File: config.mk
export PLATFORM = sky130hd
export DESIGN_NAME = periph_bus_timer
export DESIGN_NICKNAME = d
export VERILOG_FILES = /design/src/rtl/periph_bus_timer_pkg.sv /design/src/rtl/periph_bus_timer_timer.sv /design/src/rtl/periph_bus_timer.sv
export SDC_FILE = /design/constraint.sdc
export NUM_CORES = 1
export LEC_CHECK = 0
export BUFFER_PORTS_ARGS = -buffer_cell sky130_fd_sc_hd__clkbuf_2
export CAP_MARGIN = 20
export CORE_MARGIN = 8
export CORE_UTILIZATION = 40
export CTS_CLUSTER_DIAMETER = 150
export DETAILED_ROUTE_END_ITERATION = 16
export GPL_TIMING_DRIVEN = 0
export MAX_ROUTING_LAYER = met4
export PLACE_DENSITY_LB_ADDON = 0.25
export SLEW_MARGIN = 20
export SYNTH_ARGS = -nofsm -noshare
export SYNTH_HDL_FRONTEND = slang
export SYNTH_SLANG_ARGS = --single-unit
File: constraint.sdc
create_clock -name clk -period 5.4 [get_ports clk]
set_clock_uncertainty 0.05 [all_clocks]
set_input_delay 1.62 -clock clk [delete_from_list [all_inputs] [get_ports clk]]
set_output_delay 1.62 -clock clk [all_outputs]
set_load 0.005 [all_outputs]
File: src/rtl/periph_bus_timer_pkg.sv
// Shared constants for the peripheral bus timer: register word offsets and TCON bit positions.
package periph_bus_timer_pkg;

    localparam logic [2:0] OFF_TH      = 3'd0;
    localparam logic [2:0] OFF_TL      = 3'd1;
    localparam logic [2:0] OFF_TCON    = 3'd2;
    localparam logic [2:0] OFF_LED     = 3'd3;
    localparam logic [2:0] OFF_SWITCH  = 3'd4;
    localparam logic [2:0] OFF_DIGI    = 3'd5;
    localparam logic [2:0] OFF_SYSTICK = 3'd6;

    localparam int TCON_EN = 0;
    localparam int TCON_IE = 1;
    localparam int TCON_IS = 2;

    localparam logic [31:0] TL_MAX = 32'hFFFF_FFFF;

endpackage

File: src/rtl/periph_bus_timer_timer.sv
// Reloadable 32-bit timer: owns TH/TL/TCON, reload on overflow, sticky irq status.
// A CPU write to a register always overrides the timer's own update of it that cycle.
module periph_timer
    import periph_bus_timer_pkg::*;
(
    input  logic        clk,
    input  logic        reset,
    input  logic        th_we_i,
    input  logic        tl_we_i,
    input  logic        tcon_we_i,
    input  logic [31:0] wdata_i,
    output logic [31:0] th_o,
    output logic [31:0] tl_o,
    output logic [2:0]  tcon_o,
    output logic        irq_o
);

    logic [31:0] th_q, th_d;
    logic [31:0] tl_q, tl_d;
    logic [2:0]  tcon_q, tcon_d;
    logic        overflow;

    always_comb begin
        th_d     = th_q;
        tl_d     = tl_q;
        tcon_d   = tcon_q;
        overflow = tcon_q[TCON_EN] && (tl_q == TL_MAX);

        if (tcon_q[TCON_EN]) begin
            tl_d = overflow ? th_q : tl_q + 32'd1;
        end
        if (overflow && tcon_q[TCON_IE]) begin
            tcon_d[TCON_IS] = 1'b1;
        end

        if (th_we_i) begin
            th_d = wdata_i;
        end
        // Overwriting TL cancels the overflow event, including its status set.
        if (tl_we_i) begin
            tl_d            = wdata_i;
            tcon_d[TCON_IS] = tcon_q[TCON_IS];
        end
        if (tcon_we_i) begin
            tcon_d = wdata_i[2:0];
        end
    end

    always_ff @(posedge clk or posedge reset) begin
        if (reset) begin
            th_q   <= 32'h0;
            tl_q   <= 32'h0;
            tcon_q <= 3'b000;
        end else begin
            th_q   <= th_d;
            tl_q   <= tl_d;
            tcon_q <= tcon_d;
        end
    end

    assign th_o   = th_q;
    assign tl_o   = tl_q;
    assign tcon_o = tcon_q;
    assign irq_o  = tcon_q[TCON_IS] & tcon_q[TCON_IE];

endmodule

File: src/rtl/periph_bus_timer.sv
// Memory-mapped timer/LED/7-seg/switch peripheral behind the core's MEM stage.
// Define PERIPH_SYSTICK_EN to add a free-running cycle counter at word offset 6.
module periph_bus_timer
    import periph_bus_timer_pkg::*;
#(
    parameter logic [31:0] BASE_ADDR = 32'h4000_0000
) (
    input  logic        clk,
    input  logic        reset,
    input  logic [31:0] iMemAddr,
    input  logic        iMemRead,
    input  logic        iMemWrite,
    input  logic [31:0] iMemWriteData,
    output logic [31:0] oMemReadData,
    output logic        oInterrupt,
    input  logic [7:0]  iSwitch,
    output logic [7:0]  oLed,
    output logic [11:0] oDigi
);

    logic        hit;
    logic [2:0]  offset;
    logic        wr_en;
    logic        th_we, tl_we, tcon_we, led_we, digi_we;
    logic [31:0] th_val, tl_val;
    logic [2:0]  tcon_val;
    logic [31:0] rdata_sel;
    logic [7:0]  led_q, led_d;
    logic [11:0] digi_q, digi_d;
    logic [7:0]  sw_meta_q, sw_sync_q;
    logic        unused_addr_lsbs;

    assign hit              = (iMemAddr[31:5] == BASE_ADDR[31:5]);
    assign offset           = iMemAddr[4:2];
    assign wr_en            = iMemWrite & hit;
    assign unused_addr_lsbs = ^iMemAddr[1:0];

    assign th_we   = wr_en && (offset == OFF_TH);
    assign tl_we   = wr_en && (offset == OFF_TL);
    assign tcon_we = wr_en && (offset == OFF_TCON);
    assign led_we  = wr_en && (offset == OFF_LED);
    assign digi_we = wr_en && (offset == OFF_DIGI);

    periph_timer u_timer (
        .clk       (clk),
        .reset     (reset),
        .th_we_i   (th_we),
        .tl_we_i   (tl_we),
        .tcon_we_i (tcon_we),
        .wdata_i   (iMemWriteData),
        .th_o      (th_val),
        .tl_o      (tl_val),
        .tcon_o    (tcon_val),
        .irq_o     (oInterrupt)
    );

    assign led_d  = led_we  ? iMemWriteData[7:0]  : led_q;
    assign digi_d = digi_we ? iMemWriteData[11:0] : digi_q;

    always_ff @(posedge clk or posedge reset) begin
        if (reset) begin
            led_q     <= 8'h00;
            digi_q    <= 12'h000;
            sw_meta_q <= 8'h00;
            sw_sync_q <= 8'h00;
        end else begin
            led_q     <= led_d;
            digi_q    <= digi_d;
            sw_meta_q <= iSwitch;
            sw_sync_q <= sw_meta_q;
        end
    end

`ifdef PERIPH_SYSTICK_EN
    logic [31:0] systick_q, systick_d;

    assign systick_d = systick_q + 32'd1;

    always_ff @(posedge clk or posedge reset) begin
        if (reset) begin
            systick_q <= 32'h0;
        end else begin
            systick_q <= systick_d;
        end
    end
`endif

    always_comb begin
        rdata_sel = 32'h0;
        case (offset)
            OFF_TH:      rdata_sel = th_val;
            OFF_TL:      rdata_sel = tl_val;
            OFF_TCON:    rdata_sel = {29'h0, tcon_val};
            OFF_LED:     rdata_sel = {24'h0, led_q};
            OFF_SWITCH:  rdata_sel = {24'h0, sw_sync_q};
            OFF_DIGI:    rdata_sel = {20'h0, digi_q};
`ifdef PERIPH_SYSTICK_EN
            OFF_SYSTICK: rdata_sel = systick_q;
`endif
            default:     rdata_sel = 32'h0;
        endcase
    end

    assign oMemReadData = (iMemRead && hit) ? rdata_sel : 32'h0;
    assign oLed         = led_q;
    assign oDigi        = digi_q;

endmodule

==> results of run 1 <==
worst min-delay path by stage:
stage / to / startpoint / cells past startpoint / slack (ps)
2_1_floorplan: sw_sync_q[0] / sw_meta_q[0] / 0 / 280
3_3_place_gp: sw_sync_q[3] / sw_meta_q[3] / 0 / 280
3_5_place_dp: sw_sync_q[5] / sw_meta_q[5] / 0 / 280
4_1_cts: sw_sync_q[6] / sw_meta_q[6] / 0 / 300
5_1_grt: sw_sync_q[6] / sw_meta_q[6] / 0 / 300
6_report: sw_sync_q[0] / sw_meta_q[0] / 0 / 300
power by group:
group          internal [mW]  switching [mW]  total, mW
registers              0.777         0.00163      0.779
clock network          0.325           0.291      0.615
logic                 0.0337          0.0540     0.0877
total                   1.14           0.346       1.48
state kept, by name, summed over array words and instances, names as in the netlist:
signal          flops
u_timer.tcon_o      3
sw_sync_q           8
u_timer.tl_o       32
u_timer.th_o       32
oDigi              12
oLed                8
sw_meta_q           8
layer usage:
layer | wire length [um] | up-vias | track usage (%)
li1 | - | 2337 | -
met1 | 7830 | 2537 | 26.1
met2 | 8600 | 236 | 32.9
met3 | 1260 | 27 | 5.31
met4 | 325 | 0 | 5.68
met5 | 0 | - | -
cell type report:
cell class | count | area [um2]
multi-input combinational | 408 | 2810
timing repair buffer | 125 | 648
buffer | 36 | 166
inverter | 12 | 50.0
fill | 1335 | 7030
clock buffer | 11 | 243
clock inverter | 4 | 31.3
sequential | 103 | 2580
tap | 180 | 225
placed cells by master, fill, tap and decap left out, types with 12 or more instances in the layout:
cell and count:
clkbuf_2 126, a21oi_1 16, nor3_1 13, nand2_1 50, o21ai_0 17, nand4_1 12
mux2_1 16, mux2_2 39, dfrtp_1 103, a31oi_1 13, nand3_1 15, nor2_1 58
clkbuf_1 20, a22oi_1 30
through the flow:
step	hold WS, ps	util [%]	setup WS (ps)	TNS [ps]	area [um2]
2_1_floorplan	281	-	771	0	5580
3_3_place_gp	283	46.6	-179	-17580	6420
3_5_place_dp	285	46.9	-113	-1430	6460
4_1_cts	301	48.9	16.0	0	6740
5_1_grt	304	49.0	-8.85	-8.85	6750
6_report	299	49.0	200	0	6750
worst max-delay path, delay by kind of cell:
family	cells	cell delay, ps
and+or+nand+nor	5	1150
buffers and inverters	3	440
AOI/OAI and AO/OA	1	310
Yosys cell counts, types with 9 or more instances:
| cell type | instances | share of area, % |
|---|---|---|
| dfrtp_1 | 103 | 46 |
| nand4_1 | 12 | 1.3 |
| a22oi_1 | 30 | 4.0 |
| or3_1 | 9 | 1.0 |
| nand3_1 | 15 | 1.3 |
| nor2_1 | 58 | 3.9 |
| a21oi_1 | 16 | 1.4 |
| and3_1 | 11 | 1.2 |
| mux2_1 | 16 | 3.2 |
| inv_1 | 12 | 0.81 |
| buf_2 | 9 | 0.81 |
| xnor2_1 | 10 | 1.6 |
| nor3_1 | 14 | 1.3 |
| o21ai_0 | 17 | 1.5 |
| a31oi_1 | 13 | 1.5 |
| nand2_1 | 51 | 3.4 |
| clkbuf_1 | 23 | 1.5 |
| mux2_2 | 39 | 7.9 |
timing repair:
| action | CTS | global route |
|---|---|---|
| setup endpoints to repair | 20 | 21 |
| resized for setup | 3 | 9 |
| hold buffers | 0 | 0 |
| buffers inserted | 0 | 0 |
cells by family (layout without fill, tap and decap cells):
group / after synthesis / after routing / synth area share, %
AO/OA/AOI/OAI: 125 / 125 / 15.8
buffers and inverters: 48 / 188 / 3.70
AND/OR/NAND/NOR: 202 / 202 / 18.7
XOR/XNOR: 16 / 16 / 2.51
adder cells (fa/ha/maj): 1 / 1 / 0.224
flip-flops: 103 / 103 / 46.2
multiplexers: 64 / 64 / 12.9
==> results.tsv, run 1 <==
metric	value	unit
worstMarginPinSlew	715	ps
power_density	220	nW/um2
irDropWorstVdd	0.168	mV
cp_cell_sequence	clkbuf_2 -> nor4b_1 -> and4_2 -> and2_1 -> nand2_2 -> a21o_2 -> buf_2 -> nor2_1 -> clkbuf_2	
routedWlPerCell	20.5	um
yosysUniqueCellTypes	56	
slowest_stage	and4_2	
outcome	complete, no violations	
async_flop_share	100	%
first_iter_violations	436	
synth-main-ff-cell	dfrtp_1	
syn_avg_cell_area	9.98	um2
routabilityCongestion	0.909	
initial_core_util	40.5	%
core	13800	um2
port_buffers	124	
p_leak	3.15	nW
grt_usage	20.8	%
min_period	5200	ps
clock_latency	360	ps
synth-seq-cells	103	
grt_pass1_vias	5371	
fp.dieW	134	um
total_power	1.48	mW
finalSetupViolations	0	
syn_area	5580	um2
r2r_slack	2870	ps
hold_viol	0	
io_pins	129	
via_count	5137	
synth_edf_count	0	
drv_slew	0	
synth_warnings	0	
cp.required	3730	ps
area_delta_synth_final	20.9	%
crit_top_cell	clkbuf_2	
ant_nets	0	
clkSlewWorstSetupHoldPaths	60	ps
layout-drive-gt1-share	30.9	%
crit_fanout	10	
clock_sinks	103	
cts_tree	built	
fin_nets	772	
endpoint_kind	output port	
avgViaCountPerCell	5.84	
worstRegToRegCells	6	
numCtsBuffers	9	
wl	18.0	mm
grt_max_degree	75	
ys_seq_area_share	46.2	%
cp.arrival	3530	ps
h-tree-depth	3	
rows	43	
cpPeakStageDelay	310	ps
drtPass1Iterations	5	
period_share	96.3	%
hp-class	flop to flop	
dpl.hpwl	13.3	mm
insertedDiodeCount	0	
fmax	0.192	GHz
reg2reg_to	u_timer.tl_o[27]	
syn_nets	636	
stdcell_count	879	
grt_pass1_wl	28.6	mm
drc	0	
die_y	134	um
cp-endpoint	oMemReadData[23]	
grt_overflow_total	0	
cp-start-kind	input port	
critPathLaunch	iMemAddr[21]	
syn_inst	559	
antenna_found_initial	0	
clockBufferDepth	2	
r2r-start	u_timer.tl_o[1]	
slew_headroom	52.3	%
root_buffer	clkbuf_16	
drv_cap	0	
placed_cells	864	
critical_path_class	input port to output port	
die-area	18000	um2
Power figures use the tool's default switching activity.
==> inputs of run 2 (changes only) <==
--- a/config.mk
+++ b/config.mk
@@ -7,11 +7,13 @@
 export LEC_CHECK = 0
 export BUFFER_PORTS_ARGS = -buffer_cell sky130_fd_sc_hd__clkbuf_2
 export CAP_MARGIN = 20
+export CORE_ASPECT_RATIO = 0.75
 export CORE_MARGIN = 8
 export CORE_UTILIZATION = 40
 export CTS_CLUSTER_DIAMETER = 150
 export DETAILED_ROUTE_END_ITERATION = 16
 export GPL_TIMING_DRIVEN = 0
+export HOLD_SLACK_MARGIN = 0.06
 export MAX_ROUTING_LAYER = met4
 export PLACE_DENSITY_LB_ADDON = 0.25
 export SLEW_MARGIN = 20
==> results.tsv, run 2 (synthesized netlist as in run 1, its figures left out) <==
metric	value	unit	change
core	13700	um2	was 13,800 um2
die-area	18000	um2	about the same
cpLargestDelayFamily	buffers and inverters		was simple AND/OR/NAND/NOR gates
design_area	6830	um2	was 6750 um2
layout_commonest_cell	clkbuf_2		unchanged
r2r-start	u_timer.tl_o[0]		was u_timer.tl_o[1]
port_buffers	124		unchanged
area_delta_synth_final	22.4	%	was 20.9%
critical_path_class	input port to output port		unchanged
cp.required	3730	ps	about the same
hp-class	flop to flop		unchanged
grt_max_degree	64		was 75
avgViaCountPerCell	5.92		was 5.84
endpoint_kind	output port		unchanged
clock_sinks	103		unchanged
clockPowerShare	47.7	%	was 41.5%
clkSlewWorstSetupHoldPaths	70	ps	was 60 ps
first_iter_violations	392		was 436
routedWlPerCell	20.9	um	was 20.5 um
insertedDiodeCount	0		unchanged
crit_fanout	10		unchanged
cts_tree	built		unchanged
placed_cells	859		was 864
wl	18.3	mm	was 18.0 mm
cp_num_buf_inv	3		unchanged
final_cell_mix	127 x clkbuf_2, 103 x dfrtp_1, 58 x nor2_1		was 126 x clkbuf_2, 103 x dfrtp_1, 58 x nor2_1
die_y	118	um	was 134 um
total_power	1.66	mW	was 1.48 mW
grt_pass1_vias	5317		was 5,371
p_leak	3.20	nW	was 3.15 nW
setup_tns	0	ps	unchanged
slew_headroom	45.2	%	was 52.3%
min_period	5210	ps	was 5200 ps
initial_core_util	40.9	%	was 40.5%
rows	37		was 43
rsz0062_at_grt	no		
power_density	243	nW/um2	was 220 nW/um2
clock_latency	360	ps	about the same
final_core_util	50.0	%	was 49.0%
cp-start-kind	input port		unchanged
min_to	sw_sync_q[6]		was sw_sync_q[0]
antenna_found_initial	0		unchanged
drc	0		unchanged
hold_buffers	0		unchanged
hold_viol	0		unchanged
grt_usage	20.8	%	about the same
numCtsBuffers	9		unchanged
drtPass1Iterations	5		unchanged
fmax	0.192	GHz	about the same
drv_cap	0		unchanged
fin_nets	772		unchanged
root_buffer	clkbuf_16		unchanged
fillers	1256		was 1,335
cp_cell_sequence	clkbuf_1 -> nor3_1 -> clkbuf_1 -> a22oi_1 -> nor2_1 -> clkbuf_2		was clkbuf_2 -> nor4b_1 -> and4_2 -> and2_1 -> nand2_2 -> a21o_2 -> buf_2 -> nor2_1 -> clkbuf_2
crit_top_cell	clkbuf_1		was clkbuf_2
stdcell_count	875		was 879
fp.dieW	152	um	was 134 um
layout-drive-gt1-share	31.0	%	was 30.9%
swShare	21.3	%	was 23.4%
cpPeakStageDelay	670	ps	was 310 ps
internal_power	1.30	mW	was 1.14 mW
slowest_stage	nor3_1		was and4_2
r2r_slack	2800	ps	was 2870 ps
io_pins	129		unchanged
whs_path_depth	0		unchanged
dpl.hpwl	13.8	mm	was 13.3 mm
comb_power_share	5.3	%	was 5.9%
grt_overflow_total	0		unchanged
worstRegToRegCells	6		unchanged
clockBufferDepth	2		unchanged
worstHoldStart	sw_meta_q[6]		was sw_meta_q[0]
finalSetupViolations	0		unchanged
reg2reg_to	u_timer.tl_o[19]		was u_timer.tl_o[27]
period_share	96.4	%	was 96.3%
placed_area	6450	um2	was 6460 um2
p_sw	0.354	mW	was 0.346 mW
h-tree-depth	3		unchanged
outcome	complete, no violations		unchanged
via_count	5178		was 5,137
irDropWorstVdd	0.152	mV	was 0.168 mV
ant_nets	0		unchanged
cp.arrival	3540	ps	was 3530 ps
worstMarginPinSlew	816	ps	was 715 ps
drv_slew	0		unchanged
grt_pass1_wl	29.1	mm	was 28.6 mm
power_frac_seq	47.0	%	was 52.6%
routabilityCongestion	0.923		was 0.909
-- run 2: timing repair --
| action | CTS | global route |
|---|---|---|
| hold endpoints to repair | 0 | 0 |
| endpoints found under the setup margin | 20 | 13 |
| gates resized for setup | 4 | 6 |
| buffers inserted | 0 | 0 |
-- run 2: worst max path at each step --
stage / to / start / depth (start not counted) / slack, ps
6_report: oMemReadData[23] / iMemAddr[2] / 6 / 190
5_1_grt: oMemReadData[24] / iMemAddr[8] / 9 / 20
4_1_cts: oMemReadData[12] / iMemAddr[21] / 9 / 110
3_5_place_dp: oMemReadData[12] / iMemAddr[21] / 9 / -100
3_3_place_gp: sw_meta_q[6] / reset / 2 / -190
2_1_floorplan: oMemReadData[12] / iMemAddr[21] / 7 / 770
-- run 2: worst register-to-register path: stages, from the launching register on --
cell	delay (ps)
dfrtp_1	480
ha_1	290
nand3_1	190
nor4_2	660
nand4_1	230
and3_1	340
a221oi_2	270
-- run 2: per-stage QoR --
step / setup slack (ps) / hold slack (ps)
2_1_floorplan: 771 / 281
3_3_place_gp: -192 / 285
3_5_place_dp: -98.1 / 285
4_1_cts: 107 / 300
5_1_grt: 18.2 / 311
6_report: 193 / 299
-- run 2: power by group through the flow --
stage	Sequential, mW	Combinational [mW]	Clock (mW)
6_report	0.779	0.0878	0.791
5_1_grt	0.779	0.0971	0.827
4_1_cts	0.779	0.0886	0.800
3_5_place_dp	0.794	0.0879	0
3_3_place_gp	0.794	0.0828	0
2_1_floorplan	0.793	0.0375	0
-- run 2: final cells by class --
cell class	count	area [um2]	area share (%)
Tap cell	175	219	3.21
Inverter	12	50.0	0.733
Timing Repair Buffer	125	648	9.49
Sequential cell	103	2580	37.8
Clock buffer	12	267	3.90
Clock inverter	4	98.8	1.45
Multi-Input combinational cell	408	2800	41.0
Buffer	36	166	2.44
-- run 2: per-layer routing --
layer	GRT usage, %	part of all wire (%)
met1	27.3	46
met2	31.3	45
met3	5.57	7.8
met4	5.42	1.2
met5	-	0
